<file path="config.mk">
export PLATFORM = sky130hd
export DESIGN_NAME = moore_seq_detector_flat
export DESIGN_NICKNAME = d
export VERILOG_FILES = /design/src/rtl/moore_seq_detector_if.sv /design/src/rtl/moore_seq_detector.sv /design/src/flat_wrapper.sv
export SDC_FILE = /design/constraint.sdc
export NUM_CORES = 1
export LEC_CHECK = 0
export ABC_AREA = 1
export CAP_MARGIN = 25
export CORE_AREA = 2 2 39 41
export CTS_CLUSTER_SIZE = 25
export DETAILED_ROUTE_END_ITERATION = 8
export DIE_AREA = 0 0 41 43
export DONT_BUFFER_PORTS = 1
export PLACE_DENSITY = 0.32
export REMOVE_ABC_BUFFERS = 1
export SLEW_MARGIN = 40
export SYNTH_ARGS = -nofsm -noshare
export SYNTH_HDL_FRONTEND = slang
export SYNTH_SLANG_ARGS = --single-unit
</file>
<file path="constraint.sdc">
create_clock -name clk -period 1.15 [get_ports clk]
set_clock_uncertainty 0.1 [all_clocks]
set_input_delay 0.23 -clock clk [delete_from_list [all_inputs] [get_ports clk]]
set_output_delay 0.23 -clock clk [all_outputs]
set_load 0.05 [all_outputs]
</file>
<file path="src/rtl/moore_seq_detector_if.sv">
// moore_seq_detector_if: serial bit in, match flag out
interface moore_seq_detector_if;
  logic seq;
  logic flag;
  modport master (output seq, input flag);
  modport slave (input seq, output flag);
endinterface

</file>
<file path="src/rtl/moore_seq_detector.sv">
// moore_seq_detector: Moore serial pattern detector with an elaboration-time KMP transition table
module moore_seq_detector #(
  parameter int                   PATTERN_W = 4,
  parameter logic [PATTERN_W-1:0] PATTERN   = 4'b1011,
  parameter bit                   OVERLAP   = 1'b1
) (
  input  logic                  clk,
  input  logic                  rst,
  moore_seq_detector_if.slave   bus
);
  localparam int SW = $clog2(PATTERN_W + 1);
  localparam int NS = 1 << SW;
  typedef enum logic [SW-1:0] {S0 = SW'(0), SN = SW'(PATTERN_W)} state_t;
  if (PATTERN_W < 1 || PATTERN_W > 16) begin : g_bad_width
    $error("moore_seq_detector: PATTERN_W must be 1..16");
  end
  function automatic logic pat(input int i);
    return PATTERN[PATTERN_W-1-i];
  endfunction
  function automatic int border();
    logic ok;
    for (int j = PATTERN_W - 1; j > 0; j--) begin
      ok = 1'b1;
      for (int i = 0; i < j; i++) ok &= (pat(i) == pat(PATTERN_W - j + i));
      if (ok) return j;
    end
    return 0;
  endfunction
  // Longest pattern prefix that is a suffix of (matched prefix, b); encodings above N fall to S0
  function automatic int trans(input int k, input logic b);
    int m;
    int p;
    logic ok;
    if (k > PATTERN_W) return 0;
    m = (k == PATTERN_W) ? (OVERLAP ? border() : 0) : k;
    for (int j = m + 1; j > 0; j--) begin
      ok = 1'b1;
      for (int i = 0; i < j; i++) begin
        p = m + 1 - j + i;
        ok &= (pat(i) == ((p == m) ? b : pat(p)));
      end
      if (ok) return j;
    end
    return 0;
  endfunction
  logic [SW-1:0] w_nxt0 [NS];
  logic [SW-1:0] w_nxt1 [NS];
  for (genvar k = 0; k < NS; k++) begin : g_tbl
    assign w_nxt0[k] = SW'(trans(k, 1'b0));
    assign w_nxt1[k] = SW'(trans(k, 1'b1));
  end
  state_t r_state;
  logic   r_flag;
  state_t w_next;
  assign w_next = state_t'(bus.seq ? w_nxt1[r_state] : w_nxt0[r_state]);
  always_ff @(posedge clk) begin
    if (rst) begin
      r_state <= S0;
      r_flag  <= 1'b0;
    end else begin
      r_state <= w_next;
      r_flag  <= (w_next == SN);
    end
  end
  assign bus.flag = r_flag;
endmodule

</file>
<file path="src/flat_wrapper.sv">
// flat-port wrapper written by rule: the top's interface ports become plain ports
module moore_seq_detector_flat 
#(
  parameter int                   PATTERN_W = 4,
  parameter logic [PATTERN_W-1:0] PATTERN   = 4'b1011,
  parameter bit                   OVERLAP   = 1'b1
)
  (clk, rst, bus_seq, bus_flag);
  moore_seq_detector_if bus_i ();
  input  logic clk;
  input  logic rst;
  input wire logic [$bits(bus_i.seq)-1:0] bus_seq;
  output wire logic [$bits(bus_i.flag)-1:0] bus_flag;
  assign bus_i.seq = bus_seq;
  assign bus_flag = bus_i.flag;
  moore_seq_detector #(.PATTERN_W(PATTERN_W), .PATTERN(PATTERN), .OVERLAP(OVERLAP)) u_core (.clk(clk), .rst(rst), .bus(bus_i));
endmodule
</file>
---- Word-level counts from Yosys, hierarchy flattened ----
Memory sizes are Yosys's and may differ from the RTL's.
Index checks and enable logic that the tools add are counted.
operators by class
  magnitude comparators ................... 1
  equal/unequal tests ..................... 1
  mux-type cells .......................... 5
  bitwise gates (word level) .............. 1
operators by type and width
  operator                                                  count
  3-bit 2-to-1 mux                                          5
  4-bit greater-or-equal comparator, second input constant  1
  3-bit NOT with 4-bit output                               1
  3-bit == test, second input constant                      1
storage, ports and cells
  bits in registers ....................... 4
  bits in read-only memories .............. 48
  input port bits ......................... 3
  output and inout port bits .............. 1
  logic and storage cells ................. 12
  memories ................................ 2
memory list
  name              words  width  read ports  clocked after memory_dff  wr ports  RTL line                  source
  (name not given)  8      3      1           0                         0         moore_seq_detector.sv:55  assign w_next = state_t'(bus.seq ? w_nxt1[r_state] : w_nxt0[r_state]);
  (name not given)  8      3      1           0                         0         moore_seq_detector.sv:55

---- Longest topological paths before layout ----
  depth after elaboration ................. 6
  mapped depth ............................ 5
  mapped depth without buffers ............ 5

---- Least setup slack after synthesis ----
OpenSTA, ideal clock, no wires.
  path kind ............................... register to output
  from .................................... reg u_core.r_flag, in the netlist u_core.bus.flag
  to ...................................... out bus_flag
  data arrival time ....................... 0.587 ns
  data required time ...................... 0.820 ns
  slack ................................... 0.233 ns
  cell stages (with the launch flop) ...... 1
  buffers on the path ..................... 0
  cell sequence ........................... dfxtp_1
RTL lines
  item                    RTL line                  source
  from (decl)             moore_seq_detector.sv:53  logic r_flag;
  from (signal assigned)  moore_seq_detector.sv:62  r_flag <= (w_next == SN);
  to (decl)               flat_wrapper.sv:13        output wire logic [$bits(bus_i.flag)-1:0] bus_flag;
No word-level cell between the ends.

---- Final worst setup path ----
  from .................................... in rst
  to ...................................... reg u_core.r_state[2]
RTL lines
  item                  RTL line                  source
  from (decl)           flat_wrapper.sv:11        input logic rst;
  to (signal assigned)  moore_seq_detector.sv:61  r_state <= w_next;
  to (decl)             moore_seq_detector.sv:52  state_t r_state;
No word-level cell between the ends.

==> results <==
layout make-up:
cell class                      instances  area [µm²]  share of cell area
Clock buffer                            3        22.5               0.102
Multi-Input combinational cell         15        72.6               0.330
Inverter                                2        7.51              0.0341
Tap cell                               16        20.0              0.0909
Timing Repair Buffer                    2        17.5              0.0795
Sequential cell                         4        80.1               0.364
repair_timing:
action / CTS / global route
buffers inserted: 0 / 0
endpoints found under the hold margin: 4 / 0
resized for setup: 0 / 0
hold buffers: 1 / 0
state kept, by name (all words and copies together), names as in the netlist:
name	flops
u_core.bus.flag	1
u_core.r_state	3
through the flow:
stage	setup WS (ns)	utilization	cell area, µm²
3_3_place_gp	0.254	0.136	188
5_1_grt	0.0101	0.159	220
2_1_floorplan	0.233	-	160
4_1_cts	0.0337	0.159	220
6_report	0.0404	0.159	220
3_5_place_dp	0.251	0.136	188
placed cells by master, fill, tap and decap left out:
cell type / Yosys / layout
sky130_fd_sc_hd__a21oi_2: 1 / 1
sky130_fd_sc_hd__buf_4: 0 / 1
sky130_fd_sc_hd__dfxtp_1: 4 / 4
sky130_fd_sc_hd__dlygate4sd3_1: 0 / 1
sky130_fd_sc_hd__nand2_1: 9 / 9
sky130_fd_sc_hd__clkbuf_4: 0 / 3
sky130_fd_sc_hd__nor2_1: 2 / 2
sky130_fd_sc_hd__inv_1: 2 / 2
sky130_fd_sc_hd__nor4_1: 2 / 2
sky130_fd_sc_hd__nor3_2: 1 / 1
power by group through the flow:
stage	Sequential, mW	Combinational, mW	Clock (mW)
3_3_place_gp	0.149	0.0136	0
4_1_cts	0.146	0.0184	0.187
5_1_grt	0.147	0.0200	0.192
6_report	0.146	0.0183	0.176
2_1_floorplan	0.148	0.0113	0
3_5_place_dp	0.149	0.0134	0
worst max-delay path by stage:
stage          cells after the start  slack [ns]                           end                         start
2_1_floorplan                      0        0.23                      bus_flag    u_core.bus.flag$_SDFF_PP0_
3_3_place_gp                       5        0.25  u_core.r_state[1]$_SDFF_PP0_  u_core.r_state[2]$_SDFF_PP0_
3_5_place_dp                       5        0.25  u_core.r_state[1]$_SDFF_PP0_  u_core.r_state[2]$_SDFF_PP0_
4_1_cts                            2        0.03    u_core.bus.flag$_SDFF_PP0_                           rst
5_1_grt                            2        0.01    u_core.bus.flag$_SDFF_PP0_                           rst
6_report                           2        0.04  u_core.r_state[2]$_SDFF_PP0_                           rst
per-layer routing:
metal,vias up,GRT usage,wire [µm]
met1,56,0.0545,173
met2,3,0.0469,144
met4,0,0.0800,0
li1,77,-,-
met3,0,0.0262,17
met5,-,0,0
cells by family after synthesis:
| family | after synthesis |
|---|---|
| AO/OA/AOI/OAI | 1 |
| buffers and inverters | 2 |
| flip-flops | 4 |
| AND/OR/NAND/NOR | 14 |
==> results.txt <==
* Inserted Diodes: 0
- Sorting the synthesized cells by how often they occur yields sky130_fd_sc_hd__nand2_1, sky130_fd_sc_hd__dfxtp_1, sky130_fd_sc_hd__inv_1, sky130_fd_sc_hd__nor2_1, sky130_fd_sc_hd__nor4_1.
- Simple-Gate Fraction of Synth Area: 0.398
* Routed len/inst: 8.00 µm
- For this run, asynchronously set or reset flops after synthesis account for 0.
- The filler cells instantiated in the layout total 163.
* Via count of the first global-routing pass: 131
- Clock tree buffer depth: 2
- Summed over all instances, the cell type with the most area after synthesis is sky130_fd_sc_hd__dfxtp_1.
- The total area inside the core boundary comes to 1380 µm².
- Worst-Margin Slew: 0.247 ns
- TritonCTS built the clock tree.
- Synthesized flop and latch total: 4
- The share of total power dissipated in sequential elements is 0.430.
* Y dimension of the die: 43 µm
- Worst reg-to-reg setup slack: 0.23 ns
* Leading post-synthesis cells by cell area: sky130_fd_sc_hd__dfxtp_1, sky130_fd_sc_hd__nand2_1, sky130_fd_sc_hd__nor4_1
* Sw Pwr: 0.0724 mW
* Clock Power Share: 0.516
* Floorplan die area: 1760 µm²
* Sw frac: 0.213
- The most common cell in the synthesized netlist is sky130_fd_sc_hd__nand2_1.
* Final routed wirelength across all metal layers: 336 µm
- Number of max-slew violations in the final report: 0
- Of the total synthesized cell area, the portion taken by XOR and XNOR cells is 0.
- The share of the Yosys chip area taken by registers is 0.500.
- Final nets: 31
* Number of instances in the synthesized netlist: 21
* Outcome: finished clean
* Register-to-Register Path Depth: 5
- Number of design-rule violations left by the first detailed-router iteration: 0
- Placer congestion estimate: 0.632
- The tightest hold path in the finished design has a slack of 0.0146 ns.
- Data arrival time of the worst path: 1.14 ns
- Pwr dens: 1550 nW/µm²
- The initial utilization of the core area, before any placement, comes to 0.116.
* Worst stage delay on the critical path: 0.61 ns
- Among cell families on the critical path, the largest total delay comes from buffers and inverters.
- Synth Cell Area: 160 µm²
- Yosys printed 0 warnings.
- Measured against the total synthesized area, the mux share comes to 0.
- Number of antenna violations at the first check in global routing: 0
* Minimum clock period after layout: 1.11 ns
- Final Instance Count excl. Fillers: 42
- Clock Sinks: 4
- After clock tree synthesis, the clock-pin slew on the worst setup and hold paths is 0.04 ns.
* First-pass GRT wire length: 524 µm
* DRC: 0
* Endpoints failing hold: 0
* Port Buffers: 0
- Worst flop-to-flop path endpoint: u_core.r_state[1]$_SDFF_PP0_
* Internal Power: 0.268 mW
- Largest family of logic cells by synthesized area: simple AND/OR/NAND/NOR gates
- STA puts the critical path data required time at 1.18 ns.
* Power, Total: 0.340 mW
- The number of buffers and inverters on the critical path is 1.
- Placed cells: 38
- Setup total negative slack on the finished layout was measured at 0 ns.
- The routed layout has 136 vias.
* Total setup violations reported at the end of the flow: 0
* # Max-Cap Violations: 0
- The count of nets left with antenna violations once routing finished came out at 0.
* Startpoint type of the worst setup path: input pin
- The die is 41 µm wide.
- Along the worst hold path, the cell count comes to 2.
- Share of post-route cells with drive strength above 1: 0.231
* Origin of the worst min-delay path: bus_seq
- Final critical-path share of the clock period: 0.965
* Via-per-instance ratio: 3.24
- For this run, the detailed router's first-pass iteration total came to 1.
- Counting flops with a built-in enable in the synthesized netlist gives 0.
- H-tree depth reported by CTS: 1
- On the critical path, the stage with the largest delay is an instance of sky130_fd_sc_hd__dlygate4sd3_1.
* Clk Latency, worst-skew pair: 0.23 ns
* Leakage: 0.0940 nW
- In this run the worst path has a maximum fanout of 4.
- Critical path cell sequence: dlygate4sd3_1 > nor4_1
* Relative contribution of combinational cells to total power: 0.054
- Timing would allow up to 901 MHz.
- Clock tree synthesis inserted a total of 3 buffers.
- Across every metal layer, demand over resource in global routing totals 0.0491.
- The most used flip-flop cell after synthesis is sky130_fd_sc_hd__dfxtp_1.
- Hold Path Class: in2reg
* Type of element capturing the critical path: flop
- In this run, distinct cell masters in the synthesized netlist total 7.
- Total congestion overflow: 0
- Startpoint of the worst register-to-register path: u_core.r_state[2]$_SDFF_PP0_
- Slew margin rel.: 0.834
- Setup repair after global routing left no endpoint under its margin.
- Top-level port count: 4
- Largest net degree at the start of global routing: 6
* Complex-gate fraction of the synthesized area: 0.0547
- Layout-stage area growth over the synthesis result: 37.5%
- In this run the core area contains 14 standard-cell rows.
- Largest voltage drop on the vdd net: 0.145 mV
- The worst hold path terminates at u_core.r_state[0]$_SDFF_PP0_.
- By startpoint and endpoint, the worst setup path is classified as in2reg.
- Detail Placement HPWL: 246 µm
* Synth top area share: 0.500
- CTS root buf: sky130_fd_sc_hd__clkbuf_4
* Avg Synthesized Cell Area: 7.63 µm²
* Share of synthesized cell area in full adder, half adder and majority cells: 0
Note: power is estimated with default switching activity, not from simulation.
